**config.mk**
```make
export PLATFORM = sky130hd
export DESIGN_NAME = shift_sequencer
export DESIGN_NICKNAME = d
export VERILOG_FILES = /design/src/rtl/shift_sequencer.sv
export SDC_FILE = /design/constraint.sdc
export NUM_CORES = 1
export LEC_CHECK = 0
export ABC_AREA = 1
export CAP_MARGIN = 20
export CORE_MARGIN = 2
export CORE_UTILIZATION = 45
export CTS_CLUSTER_SIZE = 20
export DETAILED_ROUTE_END_ITERATION = 8
export GPL_TIMING_DRIVEN = 0
export HOLD_SLACK_MARGIN = 0.08
export PLACE_DENSITY_LB_ADDON = 0.15
export RECOVER_POWER = 100
export REMOVE_ABC_BUFFERS = 1
export SLEW_MARGIN = 10
export SYNTH_ARGS = -nofsm -noshare
export SYNTH_HDL_FRONTEND = slang
export SYNTH_SLANG_ARGS = --single-unit
```
**constraint.sdc**
```tcl
create_clock -name clk -period 2 [get_ports clk]
set_input_delay 0.6 -clock clk [delete_from_list [all_inputs] [get_ports clk]]
set_output_delay 0.6 -clock clk [all_outputs]
set_load 0.01 [all_outputs]
```
**src/rtl/shift_sequencer.sv**
```systemverilog
// shift_sequencer: runs an N-bit shift as `amount` repeated 1-bit passes
// through an external single-position shifter. Control side uses a
// start/busy/done handshake; the shifter is driven from the working register
// and its combinational result is folded back each SHIFT cycle.
module shift_sequencer #(
  parameter int k     = 16,
  parameter int AMT_W = 4
) (
  input  logic             clk,
  input  logic             reset,
  input  logic             start,
  input  logic [1:0]       op,
  input  logic [AMT_W-1:0] amount,
  input  logic [k-1:0]     data_in,
  output logic             busy,
  output logic             done,
  output logic [k-1:0]     data_out,
  output logic [1:0]       sh_code,
  output logic [k-1:0]     sh_data,
  input  logic [k-1:0]     sh_result
);

  typedef enum logic [1:0] {
    IDLE  = 2'd0,
    SHIFT = 2'd1,
    DONE  = 2'd2
  } state_t;

  localparam logic [AMT_W-1:0] CNT_ONE  = AMT_W'(1);
  localparam logic [AMT_W-1:0] CNT_ZERO = '0;

  state_t           state;
  logic [1:0]       op_r;
  logic [AMT_W-1:0] cnt;
  logic [k-1:0]     work;

  // Shifter is only asked to move data while a command is in flight;
  // pass code elsewhere keeps its output equal to the working register.
  always_comb begin
    sh_data = work;
    sh_code = (state == SHIFT) ? op_r : 2'b00;
    busy    = (state != IDLE);
    done    = (state == DONE);
  end

  // Command FSM: capture in IDLE, one shifter pass per SHIFT cycle,
  // single-cycle DONE. Reset aborts any command without a done pulse.
  always_ff @(posedge clk) begin
    if (reset) begin
      state    <= IDLE;
      op_r     <= 2'b00;
      cnt      <= CNT_ZERO;
      work     <= '0;
      data_out <= '0;
    end else begin
      case (state)
        IDLE: begin
          if (start) begin
            work <= data_in;
            op_r <= op;
            cnt  <= amount;
            // Zero passes or pass code: result is the operand itself.
            if (amount == CNT_ZERO || op == 2'b00) begin
              data_out <= data_in;
              state    <= DONE;
            end else begin
              state <= SHIFT;
            end
          end
        end
        SHIFT: begin
          work <= sh_result;
          cnt  <= cnt - CNT_ONE;
          if (cnt == CNT_ONE) begin
            data_out <= sh_result;
            state    <= DONE;
          end
        end
        DONE:    state <= IDLE;
        default: state <= IDLE;
      endcase
    end
  end

endmodule
```
==> metrics.yaml, run 1 <==
status: "complete, no violations"
grtUsageTotal_pct: 21.1
p_leak_nw: 1.33
finalHoldViolations: 0
worstMarginPinSlew_ps: 530
cp.required_ps: 1400
fmax_mhz: 530
grt_pass1_vias: 1767
netlist_instances: 280
gr-usage-met2_pct: 35.9
crit_family: "flip-flops"
synthMuxAreaShare_pct: 0
power_density_nw_per_um2: 864
synthSimpleGateAreaFrac_pct: 28.6
dieWidth_um: 69.7
vias_per_cell: 5.00
power_mw: 2.47
setup_viol_count_final: 0
final_nets: 395
cts_tree: "done"
cp_num_buf_inv: 2
finalNonFillerCells: 403
fin_util_pct: 70.1
final.setup.tns_ps: 0
insertedDiodeCount: 0
postLayoutCellArea_um2: 2860
finClkSkew_ps: 7.79
cts.sinks: 40
die_area_um2: 4850
rows: 23
synth-adder-area-share_pct: 1.29
crit_arrival_ps: 1290
relSlewSlack_pct: 64.6
dp_cells: 389
ant_nets: 0
placed_cell_area_um2: 2670
met3_usage_pct: 6.69
hpwl_um: 2970
antenna_found_initial: 0
fin_crit_ps: 1890
mostFrequentLayoutCell: "nor2_1"
initial_core_util_pct: 47.5
cp_max_fo: 20
drt_wl_total_um: 5060
cap_violations: 0
pin_count: 77
r2r-start: "cnt[1]"
drt_iter0_drc: 162
num_vias: 2013
ys.warnings.count: 0
cp_slowest_cell: "dfxtp_1"
r2r_setup_slack_ps: 410
synth.avg_cell_area_um2: 6.93
dr.pass1.iters: 5
critPathKind: "reg -> out"
place_congestion: 0.790
timing.critical_path.cells: "inv_4 > nand2_8 > nor2_1 > dlygate4sd2_1"
fin_crit_sh_pct: 94.4
synth_top_family_by_area: "simple AND/OR/NAND/NOR gates"
hold_ws_ps: 456
top_usage_layer: "met2"
postCtsHoldBufs: 0
grtUsageMet1_pct: 24.7
syn_to_final_growth_pct: 47.6
htree_levels: 2
rsz0062_at_grt: "false"
seq_area_frac_synth_pct: 41.3
worstHoldPathType: "reg -> reg"
syn_area_um2: 1940
io_buffers: 76
drv_slew: 0
synth_cell_type_count: 21
cts_buffers: 5
synth_compound_area_share_pct: 17.0
dp_slack_ps: -608
irDropWorstVdd_mv: 0.760
synth.ff_latch_count: 40
end_kind: "output port"
drc: 0
hp-start: "op_r[0]"
grt_pass1_wl_um: 8200
path_clk_slew_ps: 70
synth_xor_area_share_pct: 0
max_stage_delay_ps: 430
post_drt_wl_per_cell_um: 12.6
clkLatencyLatePin_ps: 300
crit_start: "state[1]"
grt_max_degree: 38
core_um2: 4090
gr-total-overflow: 0
fin_ws_ps: 112
clockBufferDepth: 2
cp-start-kind: "register"
cts-root-buf: "clkbuf_8"
mostFrequentLayoutCells: "nor2_1, nand2_1, dfxtp_1"
die_h_um: 69.7
drive_above_1_share_pct: 8.50
[worst reg2reg max path, delay by kind of cell (launching register included)]
family	cells	cell delay [ps]
AOI/OAI and AO/OA	1	490
and+or+nand+nor	4	460
DFF	1	320
adders and majority gates	1	150
buffers and inverters	1	90
[cell type report]
cell class / instances / area [µm²]
fillers: 352 / 1220
multi-input cells: 198 / 966
flip-flops and latches: 40 / 805
repair buffers: 80 / 801
inverters: 26 / 104
clock buffers: 6 / 82.6
well taps: 50 / 62.6
clock inverters: 2 / 38.8
repair inverters: 1 / 5.00
[flip-flops by register name, indices dropped and copies added, names as in the netlist]
register  count
op_r          2
state         2
data_out     16
sh_data      16
cnt           4
[final timing paths]
check                 endpoint  depth (start not counted)
hold reg to reg        op_r[0]                          2
hold / removal         op_r[0]                          2
setup reg to reg  data_out[15]                          7
setup / recovery    sh_code[1]                          4
[metal layers]
metal / up-vias / wire, µm
met3: 6 / 504
met2: 77 / 2460
met4: 0 / 44
met5: - / 0
met1: 893 / 2050
li1: 1037 / -
[cell usage after synthesis]
cell type  instances  area (µm²)
nor2_1            57         214
nand2_1           49         184
dfxtp_1           40         801
a21oi_1           38         190
inv_1             24        90.1
nand3_1           20         100
o21ai_0           12        60.1
o21ai_1            7        35.0
buf_4              6        45.0
buf_6              5        56.3
buf_2              4        20.0
o21ai_2            4        35.0
clkbuf_1           3        11.3
ha_1               2        25.0
inv_2              2        7.51
or2_2              2        12.5
a21oi_2            1        8.76
nand2_2            1        6.26
nand3b_1           1        7.51
nand3b_4           1        20.0
nor2_4             1        11.3
[kinds of logic after synthesis]
kind of cell,after synthesis
flip-flops,40
AND/OR/NAND/NOR,132
adder cells (fa/ha/maj),2
buffers and inverters,44
AO/OA/AOI/OAI,62
[power by group]
group	leakage (nW)	total (mW)	internal, mW	switching, mW
Clock	0.0614	0.702	0.408	0.294
Sequential	0.331	0.959	0.905	0.0539
Combinational	0.941	0.813	0.368	0.445
[timing repair]
action                                  in CTS  in global routing
gates resized for setup                     14                  2
gates cloned                                 2                  1
pin swaps                                    1                  0
buffers inserted                             3                  0
endpoints found under the setup margin      25                 17
Power figures use the tool's default switching activity.
==> inputs of run 2 (changes only) <==
Settings changed: ABC_AREA 1 to not set.
==> metrics.yaml, run 2 <==
drt_iter0_drc: 112
crit_arrival_ps: 2120
seq_area_frac_synth_pct: 43.8
clkLatencyLatePin_ps: 280
fin_crit_sh_pct: 98.2
syn_to_final_growth_pct: 54.0
top_layer: "met4"
antenna_found_initial: 0
met3_length_um: 384
finClkSkew_ps: 3.71
synth_common_cells: "dfxtp_1, nor2_1, a211oi_1, mux2i_1, a221oi_2"
synth-main-ff-cell: "dfxtp_1"
dp_slack_ps: -527
path_clk_slew_ps: 70
relSlewSlack_pct: 44.5
timing.critical_path.cells: "clkdlybuf4s50_1 > or4_4 > o21ai_4 > a21o_4 > buf_12 > a221oi_2"
irDropWorstVdd_mv: 0.550
io_buffers: 76
drv_slew: 0
p_sw_share_pct: 28.7
p_leak_nw: 1.12
grt_pass1_wl_um: 7240
r2r_end: "data_out[1]"
drt_wl_total_um: 4720
rsz0062_at_grt: "false"
syn_area_um2: 1830
die_area_um2: 4590
cp_max_fo: 11
pwr-share-clk_pct: 26.1
synth_area_leader_cell: "dfxtp_1"
cts_buffers: 5
crit_end: "data_out[1]"
finalNonFillerCells: 317
wl_met2_um: 2240
max_stage_delay_ps: 510
pin_count: 77
mostFrequentLayoutCells: "dfxtp_1, clkdlybuf4s50_1, nor2_1"
ant_nets: 0
initial_core_util_pct: 46.3
dp_cells: 298
p_sw_mw: 0.591
final.setup.tns_ps: 0
hold_depth: 2
synth_top_area_share_pct: 43.8
fillers: 311
cts-root-buf: "clkbuf_8"
postCtsHoldBufs: 0
synth_edf_count: 0
r2r_cells: 7
grt_pass1_vias: 1535
place_congestion: 0.858
dr.pass1.iters: 4
vias_per_cell: 5.32
fin_ws_ps: 36.5
cp_num_buf_inv: 2
cap_violations: 0
wl_met1_um: 2040
insertedDiodeCount: 0
synth.avg_cell_area_um2: 9.87
end_kind: "register"
clockBufferDepth: 2
finalHoldViolations: 0
cp-start-kind: "input pin"
netlist_instances: 185
power_density_nw_per_um2: 733
synth_most_common_cell: "dfxtp_1"
cp.depth: 6
rows: 23
critPathKind: "in -> reg"
synthTopCellsByArea: "dfxtp_1, a221oi_2, mux2i_1, nor2_1, a211oi_1"
cts_tree: "done"
hpwl_um: 2900
status: "complete, no violations"
worstMarginPinSlew_ps: 829
ys_async_sr_fraction_pct: 0
setup_viol_count_final: 0
htree_levels: 2
synth.ff_latch_count: 40
cp_slowest_cell: "or4_4"
fin_util_pct: 71.3
p_comb_share_pct: 29.0
gr-total-overflow: 0
internal_power_mw: 1.47
r2r_setup_slack_ps: 170
drc: 0
fmax_mhz: 509
die_h_um: 67.7
cp.required_ps: 2160
dieWidth_um: 67.7
seq_power_share_pct: 44.8
num_vias: 1685
fin_crit_ps: 1960
r2r-start: "state[0]"
grtUsageTotal_pct: 21.4
grt_max_degree: 40
final_nets: 309
post_drt_wl_per_cell_um: 14.9
ys.warnings.count: 0
synth_cell_type_count: 30
crit_start: "amount[3]"
cts.sinks: 40
hold_ws_ps: 465
drive_above_1_share_pct: 16.5
core_um2: 3940
crit_family: "buffers and inverters"
worstHoldPathType: "reg -> reg"
-- run 2: changes by cell type in the layout (fill, tap and decap cells not counted), sizes merged, moves of 16 or more --
cell	change
nand2	-39
a21oi	-34
inv	-22
nor2	-20
o21ai	-20
nand3	-19
a211oi	+16
a221oi	+16
mux2i	+16
-- run 2: through the flow --
| step | area, µm² | power (mW) |
|---|---|---|
| after detailed placement | 2600 | 1.52 |
| after global placement | 2560 | 1.51 |
| final | 2810 | 2.06 |
| after floorplan | 1730 | 1.22 |
| after global routing | 2810 | 2.17 |
| after CTS | 2810 | 2.10 |
-- run 2: cell type report --
type	count	area, µm²	share of cell area (%)
Clock buffer	8	90.1	3.20
Timing Repair Buffer	87	863	30.7
Multi-Input combinational cell	129	977	34.7
Sequential cell	40	808	28.7
Tap cell	50	62.6	2.22
Inverter	3	11.3	0.400
-- run 2: worst reg2reg max path, delay by kind of cell, from the launching register on --
| kind | cells | cell delay (ps) |
|---|---|---|
| AND/OR/NAND/NOR | 2 | 400 |
| AO/OA/AOI/OAI | 2 | 490 |
| buffers and inverters | 3 | 490 |
| flip-flops | 1 | 370 |
-- run 2: cells by family (layout without fill, tap and decap cells) --
logic type / count (synthesis) / in the layout / share of synthesized area (%)
AOI/OAI and AO/OA: 48 / 48 / 25.5
adders and majority gates: 2 / 2 / 1.37
buffers and inverters: 18 / 98 / 5.68
DFF: 40 / 40 / 43.8
muxes: 16 / 16 / 8.77
and+or+nand+nor: 61 / 63 / 14.8
-- run 2: power by group through the flow --
stage                     sequential (mW)  clock [mW]  combinational [mW]
after floorplan                     0.970           0               0.255
after global placement              0.941           0               0.568
after detailed placement            0.943           0               0.580
after CTS                           0.926       0.548               0.624
after global routing                0.934       0.576               0.657
final                               0.925       0.538               0.599
-- run 2: layer usage --
metal,vias to the layer above,global-route usage (%)
li1,845,-
met1,773,26.7
met2,59,34.2
met3,8,7.67
met4,0,7.40
met5,-,0
-- run 2: what timing repair did --
| item | in CTS | in global routing |
|---|---|---|
| cloned | 2 | 0 |
| setup buffers | 6 | 3 |
| gates resized for setup | 11 | 5 |
| pin swaps | 0 | 4 |
| setup endpoints to repair | 28 | 20 |
-- run 2: how the worst min path moves through the flow --
stage                        from       to  slack (ps)
after floorplan           op_r[0]  op_r[0]         430
after global placement    op_r[1]  op_r[1]         440
after detailed placement  op_r[0]  op_r[0]         450
after CTS                 op_r[0]  op_r[0]         460
after global routing      op_r[0]  op_r[0]         490
final                     op_r[1]  op_r[1]         460
